$ cat src/rtl/pipe_skid_stage_if.sv
// Handshake bundle for pipe_skid_stage: upstream offer, downstream head entry and stage status.
// The master modport drives the stage, the slave modport is the stage itself.
interface pipe_skid_stage_if #(
  parameter int DATA_W = 32,
  parameter int CTRL_W = 8
);
  logic              in_valid;
  logic              in_ready;
  logic [DATA_W-1:0] in_data;
  logic [CTRL_W-1:0] in_ctrl;
  logic              in_halt;
  logic              out_valid;
  logic              out_ready;
  logic [DATA_W-1:0] out_data;
  logic [CTRL_W-1:0] out_ctrl;
  logic              out_halt;
  logic              flush;
  logic              halted;
  logic [1:0]        count;

  modport master (
    output in_valid, in_data, in_ctrl, in_halt, out_ready, flush,
    input  in_ready, out_valid, out_data, out_ctrl, out_halt, halted, count
  );

  modport slave (
    input  in_valid, in_data, in_ctrl, in_halt, out_ready, flush,
    output in_ready, out_valid, out_data, out_ctrl, out_halt, halted, count
  );
endinterface

$ cat src/rtl/pipe_skid_stage.sv
// Pipeline stage register with valid/ready handshake, a two-entry skid buffer,
// flush with bubble insertion and a sticky halt that closes the input.
module pipe_skid_stage #(
  parameter int DATA_W = 32,
  parameter int CTRL_W = 8
) (
  input logic              clk,
  input logic              rst,
  pipe_skid_stage_if.slave bus
);
  typedef struct packed {
    logic [DATA_W-1:0] data;
    logic [CTRL_W-1:0] ctrl;
    logic              halt;
  } entry_t;

  entry_t head;
  entry_t skid;
  entry_t incoming;
  logic   head_valid;
  logic   skid_valid;
  logic   halted_q;
  logic   accept;
  logic   emit;

  // Ready comes from registered state only; rst gating keeps it low while held in reset.
  assign bus.in_ready = rst & ~skid_valid & ~halted_q;
  assign accept       = bus.in_valid & bus.in_ready;
  assign emit         = head_valid & bus.out_ready;
  assign incoming     = '{data: bus.in_data, ctrl: bus.in_ctrl, halt: bus.in_halt};

  assign bus.out_valid = head_valid;
  assign bus.out_data  = head.data;
  assign bus.out_ctrl  = head_valid ? head.ctrl : '0;
  assign bus.out_halt  = head_valid & head.halt;
  assign bus.halted    = halted_q;
  assign bus.count     = {1'b0, head_valid} + {1'b0, skid_valid};

  // Skid only ever holds the entry behind head, so skid_valid implies head_valid.
  always_ff @(posedge clk) begin
    if (!rst) begin
      head       <= '0;
      skid       <= '0;
      head_valid <= 1'b0;
      skid_valid <= 1'b0;
      halted_q   <= 1'b0;
    end else if (bus.flush) begin
      head_valid <= 1'b0;
      skid_valid <= 1'b0;
      halted_q   <= 1'b0;
    end else begin
      if (accept && bus.in_halt) begin
        halted_q <= 1'b1;
      end
      if (skid_valid) begin
        if (emit) begin
          head       <= skid;
          skid_valid <= 1'b0;
        end
      end else if (head_valid) begin
        if (accept && emit) begin
          head <= incoming;
        end else if (accept) begin
          skid       <= incoming;
          skid_valid <= 1'b1;
        end else if (emit) begin
          head_valid <= 1'b0;
        end
      end else if (accept) begin
        head       <= incoming;
        head_valid <= 1'b1;
      end
    end
  end
endmodule

$ cat src/flat_wrapper.sv
// flat-port wrapper written by rule: the top's interface ports become plain ports
module pipe_skid_stage_flat 
#(
  parameter int DATA_W = 32,
  parameter int CTRL_W = 8
)
  (clk, rst, bus_in_valid, bus_in_data, bus_in_ctrl, bus_in_halt, bus_out_ready, bus_flush, bus_in_ready, bus_out_valid, bus_out_data, bus_out_ctrl, bus_out_halt, bus_halted, bus_count);
  pipe_skid_stage_if #(.DATA_W(DATA_W), .CTRL_W(CTRL_W)) bus_i ();
  input logic clk;
  input logic rst;
  input wire logic [$bits(bus_i.in_valid)-1:0] bus_in_valid;
  input wire logic [$bits(bus_i.in_data)-1:0] bus_in_data;
  input wire logic [$bits(bus_i.in_ctrl)-1:0] bus_in_ctrl;
  input wire logic [$bits(bus_i.in_halt)-1:0] bus_in_halt;
  input wire logic [$bits(bus_i.out_ready)-1:0] bus_out_ready;
  input wire logic [$bits(bus_i.flush)-1:0] bus_flush;
  output wire logic [$bits(bus_i.in_ready)-1:0] bus_in_ready;
  output wire logic [$bits(bus_i.out_valid)-1:0] bus_out_valid;
  output wire logic [$bits(bus_i.out_data)-1:0] bus_out_data;
  output wire logic [$bits(bus_i.out_ctrl)-1:0] bus_out_ctrl;
  output wire logic [$bits(bus_i.out_halt)-1:0] bus_out_halt;
  output wire logic [$bits(bus_i.halted)-1:0] bus_halted;
  output wire logic [$bits(bus_i.count)-1:0] bus_count;
  assign bus_i.in_valid = bus_in_valid;
  assign bus_i.in_data = bus_in_data;
  assign bus_i.in_ctrl = bus_in_ctrl;
  assign bus_i.in_halt = bus_in_halt;
  assign bus_i.out_ready = bus_out_ready;
  assign bus_i.flush = bus_flush;
  assign bus_in_ready = bus_i.in_ready;
  assign bus_out_valid = bus_i.out_valid;
  assign bus_out_data = bus_i.out_data;
  assign bus_out_ctrl = bus_i.out_ctrl;
  assign bus_out_halt = bus_i.out_halt;
  assign bus_halted = bus_i.halted;
  assign bus_count = bus_i.count;
  pipe_skid_stage #(.DATA_W(DATA_W), .CTRL_W(CTRL_W)) u_core (.clk(clk), .rst(rst), .bus(bus_i));
endmodule
$ cat config.mk
export PLATFORM = sky130hd
export DESIGN_NAME = pipe_skid_stage_flat
export DESIGN_NICKNAME = d
export VERILOG_FILES = /design/src/rtl/pipe_skid_stage_if.sv /design/src/rtl/pipe_skid_stage.sv /design/src/flat_wrapper.sv
export SDC_FILE = /design/constraint.sdc
export NUM_CORES = 1
export LEC_CHECK = 0
export BUFFER_PORTS_ARGS = -buffer_cell sky130_fd_sc_hd__buf_2
export CORE_UTILIZATION = 50
export DETAILED_ROUTE_END_ITERATION = 12
export PLACE_DENSITY = 0.82
export SLEW_MARGIN = 0
export SYNTH_ARGS = -nofsm -noshare
export SYNTH_HDL_FRONTEND = slang
export SYNTH_SLANG_ARGS = --single-unit
$ cat constraint.sdc
create_clock -name clk -period 2.45 [get_ports clk]
set_input_delay 0.245 -clock clk [delete_from_list [all_inputs] [get_ports clk]]
set_output_delay 0.245 -clock clk [all_outputs]
set_load 0.02 [all_outputs]
==> results of run 1 <==
==> synth_stat cells, types with 2 or more instances <==
cell | instances | share of area, %
dfxtp_1 | 85 | 42
buf_2 | 4 | 0.49
o211a_1 | 41 | 10
mux2i_1 | 82 | 20
buf_6 | 9 | 2.5
nand3_1 | 41 | 5.0
inv_1 | 2 | 0.18
clkbuf_1 | 19 | 1.8
and2_1 | 10 | 1.5
a21oi_1 | 3 | 0.37
nor3b_1 | 2 | 0.37
nor2b_1 | 41 | 6.3
nand2_1 | 2 | 0.18
nand2b_1 | 2 | 0.31
buf_4 | 32 | 5.9
==> state kept, by name, indices dropped and copies added, names as in the netlist <==
| signal | count |
|---|---|
| u_core.head | 9 |
| u_core.bus.out_data | 32 |
| u_core.bus.out_valid | 1 |
| u_core.skid | 41 |
| u_core.bus.halted | 1 |
| u_core.skid_valid | 1 |
==> worst max-delay path, delay by kind of cell, from the launching register on <==
family	cells	cell delay [ns]
flops	1	0.35
simple gates	2	0.78
buf+inv	1	0.22
compound gates	2	0.47
==> cells by family after synthesis <==
group                      synth area share, %
and+or+nand+nor                           15.6
DFF                                       41.8
muxes                                     20.2
buffers and inverters                     10.9
AOI/OAI and AO/OA                         11.2
adders and majority gates                0.307
==> final timing paths <==
check                                               end  slack, ns  cells past startpoint               from
worst min-delay path                    u_core.skid[16]       0.16                      3     bus_in_data[7]
worst max register to register  u_core.bus.out_data[17]       0.56                      5  u_core.bus.halted
worst min register to register           u_core.head[7]       0.50                      1     u_core.head[7]
worst max-delay path            u_core.bus.out_data[17]       0.56                      5  u_core.bus.halted
==> stage by stage <==
step                      util [%]  hold slack [ns]
after floorplan                  -            0.386
after global placement        55.1            0.473
after detailed placement      55.1            0.481
after CTS                     57.6            0.143
after global routing          57.6            0.155
final                         57.6            0.155
==> layout make-up <==
cell class	count	area share [%]
clock buffer	12	3.23
clock inverter	4	1.06
inverter	2	0.167
multi-input combinational	233	42.8
sequential	85	37.9
tap	102	2.84
timing repair buffer	101	12.1
==> power by group <==
group | internal [mW] | total (mW) | switching [mW]
registers | 1.43 | 1.45 | 0.0250
logic | 0.130 | 0.302 | 0.171
clock network | 0.496 | 0.965 | 0.469
==> metal layers <==
metal,track usage [%],up-vias,share of wire (%),routed length (µm)
met1,25.2,1383,45,3690
met3,5.22,15,4.4,360
li1,-,1426,-,-
met5,0,-,0,0
met4,7.42,0,1.8,147
met2,33.9,78,49,3980
==> impl_metrics.json, run 1 <==
{
  "status": "finished, final reports clean",
  "crit_chain": "nand4bb_4, a221oi_4, and2_2, buf_12, o211a_1",
  "num-fill-cells": 695,
  "port_buffers": 91,
  "slew_headroom_pct": 67.8,
  "grt_use_total_pct": 20.3,
  "p_leak_nw": 2.10,
  "irDropWorstVdd_mv": 0.338,
  "finClkSkew_ns": 0.0107,
  "coreArea_um2": 7810,
  "drt_wl_total_mm": 8.18,
  "gr-total-overflow": 0,
  "clockBufferDepth": 2,
  "grt_max_degree": 48,
  "fmax_mhz": 530,
  "power_density_nw_per_um2": 604,
  "final_cell_mix": "91 x buf_2, 84 x dfxtp_1, 82 x mux2i_1",
  "rows": 32,
  "hp-class": "input port to register",
  "final_area_um2": 4500,
  "finalPower_mw": 2.72,
  "diodes": 0,
  "multiInputGateArea_um2": 1920,
  "fin_crit_ns": 1.89,
  "antenna_found_initial": 0,
  "clock-sinks": 85,
  "gp_congestion": 0.775,
  "grt_pass1_vias": 2886,
  "die_w_um": 92.2,
  "crit_path_max_fanout": 21,
  "htreeDepth": 3,
  "clkLatencyLatePin_ns": 0.35,
  "fp.dieArea_um2": 8500,
  "tns_ns": 0,
  "stdcell_count": 539,
  "seq_area_frac_synth_pct": 41.8,
  "synth_area_um2": 4070,
  "post-route-period-util_pct": 77.1,
  "dpl_cell_area_um2": 4310,
  "final-seq-area_um2": 1700,
  "io_pins": 92,
  "worst_pin_slew_ns": 0.484,
  "synth_area_per_cell_um2": 10.6,
  "hpwl_mm": 5.34,
  "synth_enable_flop_cells": 0,
  "drive_gt1_share_pct": 27.5,
  "cap_violations": 0,
  "die_h_um": 92.2,
  "async_flop_share_pct": 0,
  "path_clk_slew_ns": 0.08,
  "worst_slack_ns": 0.562,
  "cts_root_buffer": "clkbuf_8",
  "first_iter_violations": 114,
  "finalSetupViolCount": 0,
  "ant_nets": 0,
  "grt_pass1_wl_mm": 13.5,
  "cts_resized": 0,
  "start_util_pct": 52.1,
  "crit_required_ns": 2.74,
  "syn_nets": 432,
  "crit_arrival_ns": 2.18,
  "crit_path_end_kind": "register",
  "worstSetupPathType": "register to register",
  "drt-vias-per-instance": 5.38,
  "routedWlPerCell_um": 15.2,
  "synthFlopType": "dfxtp_1",
  "ys_seq_elements": 85,
  "final_hold_viol_count": 0,
  "cp_slowest_cell": "and2_2",
  "vias": 2902,
  "slowest_delay_ns": 0.50,
  "cts_tree": "yes",
  "synthDistinctLibCells": 25,
  "cp-start-kind": "register",
  "syn2layout_area_growth_pct": 10.5,
  "pre_cts_ws_ns": 0.563,
  "numCtsBuffers": 9,
  "nets": 479,
  "cts_setup_buffers": 0,
  "first_pass_iters": 4,
  "hold_buffers": 0,
  "layout_commonest_cell": "buf_2",
  "ys_warn_count": 0,
  "dp.cells": 523,
  "drc": 0,
  "rsz0062_at_grt": "no",
  "syn_inst": 385,
  "maxSlewViolCount": 0
}
Note: power is estimated with default switching activity, not from simulation.
==> run 2, diff against run 1 <==
clock period = 2 ns   (was 2.45 ns; I/O delays follow)
==> run 2 against run 1 <==
  * Sequential power increased by 23%
  * Combinational power increased by 22%
  * Setup slack got worse by 0.42 ns
  * Via count about the same
  * Clock skew decreased by 0.0044 ns
  * Non-clock buffer count increased by 1
  * Flip-flop and latch count unchanged
  * Register-to-register slack got worse by 0.27 ns
  * Clock power increased by 53%
  * Worst hold slack got worse by 0.043 ns
  * Die area unchanged
  * Count of clock-buffer cells in the layout decreased by 3
  * Largest power group unchanged
==> impl_metrics.json, run 2 (synthesis gave the netlist of run 1 again) <==
{
  "status": "finished, final reports clean",
  "worst_slack_ns": 0.141,
  "num-fill-cells": 686,
  "first_iter_violations": 98,
  "port_buffers": 91,
  "finalPower_mw": 3.62,
  "maxSlewViolCount": 0,
  "syn2layout_area_growth_pct": 12.7,
  "ant_nets": 0,
  "die_h_um": 92.2,
  "hold_buffers": 0,
  "crit_path_max_fanout": 28,
  "worst_pin_slew_ns": 0.459,
  "top_register": "u_core.skid",
  "post-route-period-util_pct": 93.0,
  "rsz0062_at_grt": "no",
  "pre_cts_ws_ns": 0.307,
  "path_clk_slew_ns": 0.09,
  "tns_ns": 0,
  "drt-vias-per-instance": 5.37,
  "dp.cells": 524,
  "reg2reg_to": "u_core.skid[40]",
  "routedWlPerCell_um": 15.2,
  "cap_violations": 0,
  "worstSetupPathType": "register to primary output",
  "drc": 0,
  "r2r_cells": 5,
  "whs_ns": 0.113,
  "stdcell_count": 540,
  "rows": 32,
  "fmax_mhz": 538,
  "cts_setup_buffers": 0,
  "crit_path_end_kind": "primary output",
  "first_pass_iters": 6,
  "cts_resized": 0,
  "clock-sinks": 85,
  "drt_wl_total_mm": 8.19,
  "numCtsBuffers": 9,
  "fin_crit_ns": 1.86,
  "hpwl_mm": 5.43,
  "slew_headroom_pct": 69.4,
  "final_hold_viol_count": 0,
  "cp-start-kind": "register",
  "irDropWorstVdd_mv": 0.530,
  "largest_reg_flops": 41,
  "final_cell_mix": "91 x buf_2, 84 x dfxtp_1, 82 x mux2i_1",
  "swShare_pct": 24.3,
  "grt_max_degree": 56,
  "clockBufferDepth": 2,
  "finClkSkew_ns": 0.00628,
  "p_leak_nw": 2.13,
  "gr-total-overflow": 0,
  "whs_endpoint": "u_core.skid[33]",
  "grt_pass1_vias": 2883,
  "die_w_um": 92.2,
  "drive_gt1_share_pct": 28.1,
  "cts_tree": "yes",
  "holdPathStages": 3,
  "start_util_pct": 52.1,
  "coreArea_um2": 7810,
  "io_pins": 92,
  "min_from": "bus_in_data[24]",
  "switching_power_mw": 0.879,
  "crit_arrival_ns": 1.66,
  "final_area_um2": 4580,
  "layout_commonest_cell": "buf_2",
  "crit_required_ns": 1.80,
  "diodes": 0,
  "gp_congestion": 0.745,
  "final_util_pct": 58.7,
  "grt_use_total_pct": 20.4,
  "fp.dieArea_um2": 8500,
  "htreeDepth": 3,
  "grt_pass1_wl_mm": 13.6,
  "r2r_slack_ns": 0.29,
  "clkPwrFrac_pct": 40.7,
  "dpl_cell_area_um2": 4340,
  "antenna_found_initial": 0,
  "pwr-share-comb_pct": 10.2,
  "power_density_nw_per_um2": 791,
  "r2r-start": "u_core.bus.out_valid",
  "internal_power_mw": 2.75,
  "cts_root_buffer": "clkbuf_8",
  "hp-class": "input port to register",
  "nets": 480,
  "seqPwrFrac_pct": 49.1,
  "vias": 2900,
  "clkLatencyLatePin_ns": 0.36,
  "finalSetupViolCount": 0
}
run 2: changes by cell type in the layout (fill, tap and decap cells not counted), sizes merged:
cell      change
bufinv        +2
inv           +1
clkinvlp      +1
clkinv        -1
clkbuf        -3
buf           +1
run 2: layout make-up:
cell class                 count  area [µm²]  area share, %
sequential                    85        1700           37.1
multi-input combinational    233        1920           42.0
clock buffer                   9         124           2.70
timing repair buffer         102         576           12.6
tap                          102         128           2.78
inverter                       2        7.51          0.164
clock inverter                 7         123           2.67
run 2: worst max-delay path by stage:
stage	start	end	slack [ns]	cells after the start
2_1_floorplan	u_core.bus.halted	u_core.bus.out_data[0]	0.23	7
3_3_place_gp	u_core.bus.halted	u_core.bus.out_data[9]	0.37	5
3_5_place_dp	u_core.bus.halted	u_core.skid[39]	0.31	5
4_1_cts	u_core.skid_valid	bus_count[0]	0.10	3
5_1_grt	u_core.skid_valid	bus_count[0]	0.06	3
6_report	u_core.skid_valid	bus_count[0]	0.14	3
run 2: power groups by stage:
stage               Clock (mW)  Combinational [mW]  Sequential (mW)
floorplan                    0               0.294             1.81
finish                    1.48               0.369             1.78
detailed placement           0               0.373             1.82
global placement             0               0.365             1.82
global route              1.58               0.403             1.79
CTS                       1.52               0.374             1.78
run 2: metal layers:
layer / up-vias / global-route usage [%] / routed length [µm]
li1: 1421 / - / -
met1: 1386 / 24.2 / 3700
met2: 82 / 34.1 / 3960
met3: 11 / 6.30 / 417
met4: 0 / 8.07 / 114
met5: - / 0 / 0
run 2: critical path: stages, from the launching register on:
cell and delay, ns:
dfxtp_2 0.39, buf_4 0.42, ha_1 0.32, buf_2 0.17
==> run 3, diff against run 2 <==
CTS_BUF_LIST = sky130_fd_sc_hd__clkbuf_2   (was not set)
==> run 3 against run 2 <==
  * Critical path depth is the same
  * First-iteration DRC count grew 6.1%
  * Die area is the same
  * Wire length grew 9.3%
  * Final area grew 8.2%
  * Critical endpoint unchanged
  * Largest cell class unchanged
==> impl_metrics.json, run 3 (synthesis gave the netlist of run 1 again) <==
{
  "cts_tree": "yes",
  "drt-vias-per-instance": 5.32,
  "top_register": "u_core.skid",
  "power_density_nw_per_um2": 681,
  "grt_pass1_vias": 3133,
  "gr-total-overflow": 0,
  "start_util_pct": 52.1,
  "r2r_cells": 5,
  "coreArea_um2": 7810,
  "final_cell_mix": "91 x buf_2, 84 x dfxtp_1, 82 x mux2i_1",
  "finClkSkew_ns": 0.0178,
  "diodes": 0,
  "crit_required_ns": 1.80,
  "grt_pass1_wl_mm": 14.5,
  "irDropWorstVdd_mv": 0.709,
  "worstSetupPathType": "register to primary output",
  "clockBufferDepth": 2,
  "first_iter_violations": 104,
  "drt_wl_total_mm": 8.95,
  "clkPwrFrac_pct": 34.0,
  "first_pass_iters": 4,
  "seqPwrFrac_pct": 52.9,
  "slew_headroom_pct": 68.6,
  "maxSlewViolCount": 0,
  "fmax_mhz": 537,
  "reg2reg_to": "u_core.bus.out_data[1]",
  "numCtsBuffers": 9,
  "min_from": "bus_flush",
  "cap_violations": 0,
  "finalSetupViolCount": 0,
  "ant_nets": 0,
  "multiInputGateArea_um2": 1920,
  "num-fill-cells": 651,
  "p_leak_nw": 2.29,
  "grt_max_degree": 56,
  "die_h_um": 92.2,
  "cp-start-kind": "register",
  "hpwl_mm": 5.43,
  "layout_commonest_cell": "buf_2",
  "path_clk_slew_ns": 0.24,
  "vias": 3106,
  "largest_reg_flops": 41,
  "clock-sinks": 85,
  "finalPower_mw": 3.38,
  "rows": 32,
  "syn2layout_area_growth_pct": 21.9,
  "io_pins": 92,
  "die_w_um": 92.2,
  "gp_congestion": 0.745,
  "tns_ns": 0,
  "whs_endpoint": "u_core.bus.out_valid",
  "nets": 524,
  "port_buffers": 91,
  "crit_arrival_ns": 1.66,
  "antenna_found_initial": 0,
  "crit_path_max_fanout": 28,
  "post-route-period-util_pct": 93.1,
  "rsz0062_at_grt": "no",
  "grt_use_total_pct": 21.7,
  "drive_gt1_share_pct": 25.5,
  "drc": 0,
  "final-seq-area_um2": 1700,
  "fp.dieArea_um2": 8500,
  "holdPathStages": 3,
  "routedWlPerCell_um": 15.3,
  "r2r_slack_ns": 0.28,
  "swShare_pct": 25.5,
  "worst_pin_slew_ns": 0.471,
  "r2r-start": "u_core.skid_valid",
  "status": "finished, final reports clean",
  "pwr-share-comb_pct": 13.1,
  "crit_path_end_kind": "primary output",
  "internal_power_mw": 2.52,
  "cts_root_buffer": "clkbuf_2",
  "final_hold_viol_count": 0,
  "hp-class": "input port to register",
  "clkLatencyLatePin_ns": 0.52,
  "fin_crit_ns": 1.86,
  "htreeDepth": 3,
  "switching_power_mw": 0.860
}
==> run 3: changes by cell type in the layout (fill, tap and decap cells not counted) <==
cell,before,now
buf_4,8,7
clkbuf_2,0,9
dlygate4sd3_1,0,44
clkbuf_8,9,0
buf_12,3,4
==> run 3: metal layers <==
layer	wire, µm	GRT usage [%]	up-vias
li1	-	-	1509
met1	3890	24.6	1494
met2	4530	39.6	91
met3	419	5.97	12
met4	113	5.86	0
met5	0	0	-
==> run 3: final cells by class <==
cell class	instances	share of cell area [%]
multi-input combinational	233	38.8
sequential	85	34.3
timing repair buffer	146	20.7
tap	102	2.57
clock inverter	7	2.47
clock buffer	9	0.908
inverter	2	0.151
==> run 3: how the worst max path moves through the flow <==
stage / startpoint / end / slack [ns] / cells after the start
finish: u_core.skid_valid / bus_count[0] / 0.14 / 3
CTS: u_core.skid_valid / bus_count[0] / 0.04 / 3
global route: u_core.skid_valid / bus_count[0] / 0.04 / 3
floorplan: u_core.bus.halted / u_core.bus.out_data[0] / 0.23 / 7
global placement: u_core.bus.halted / u_core.bus.out_data[9] / 0.37 / 5
detailed placement: u_core.bus.halted / u_core.skid[39] / 0.31 / 5
==> run 3: worst max-delay path: stages (launching register included) <==
cell     delay, ns
dfxtp_2       0.47
buf_12        0.24
ha_1          0.26
buf_2         0.17
==> run 3: through the flow <==
stage                     hold slack (ns)  area, µm²  util, %  worst slack, ns  std cells
final                              0.0756       4960     63.5            0.139        584
after global routing               0.0332       4960     63.5           0.0431        584
after CTS                         0.00305       4940     63.3           0.0438        583
after detailed placement            0.480       4340     55.6            0.307        524
after global placement              0.472       4340     55.6            0.367        524
after floorplan                     0.341       4070        -            0.228        385
==> run 3: power groups by stage <==
stage | Sequential, mW | Combinational [mW] | Clock, mW
global placement | 1.82 | 0.365 | 0
finish | 1.79 | 0.441 | 1.15
detailed placement | 1.82 | 0.373 | 0
floorplan | 1.81 | 0.294 | 0
global route | 1.79 | 0.477 | 1.24
CTS | 1.79 | 0.438 | 1.18
==> run 3: repair_timing <==
item / 4_1_cts / 5_1_grt
buffers inserted: 0 / 0
endpoints found under the hold margin: 47 / 1
hold buffers: 43 / 1
pin swaps: 0 / 0
gates resized for setup: 2 / 1
setup endpoints to repair: 2 / 1
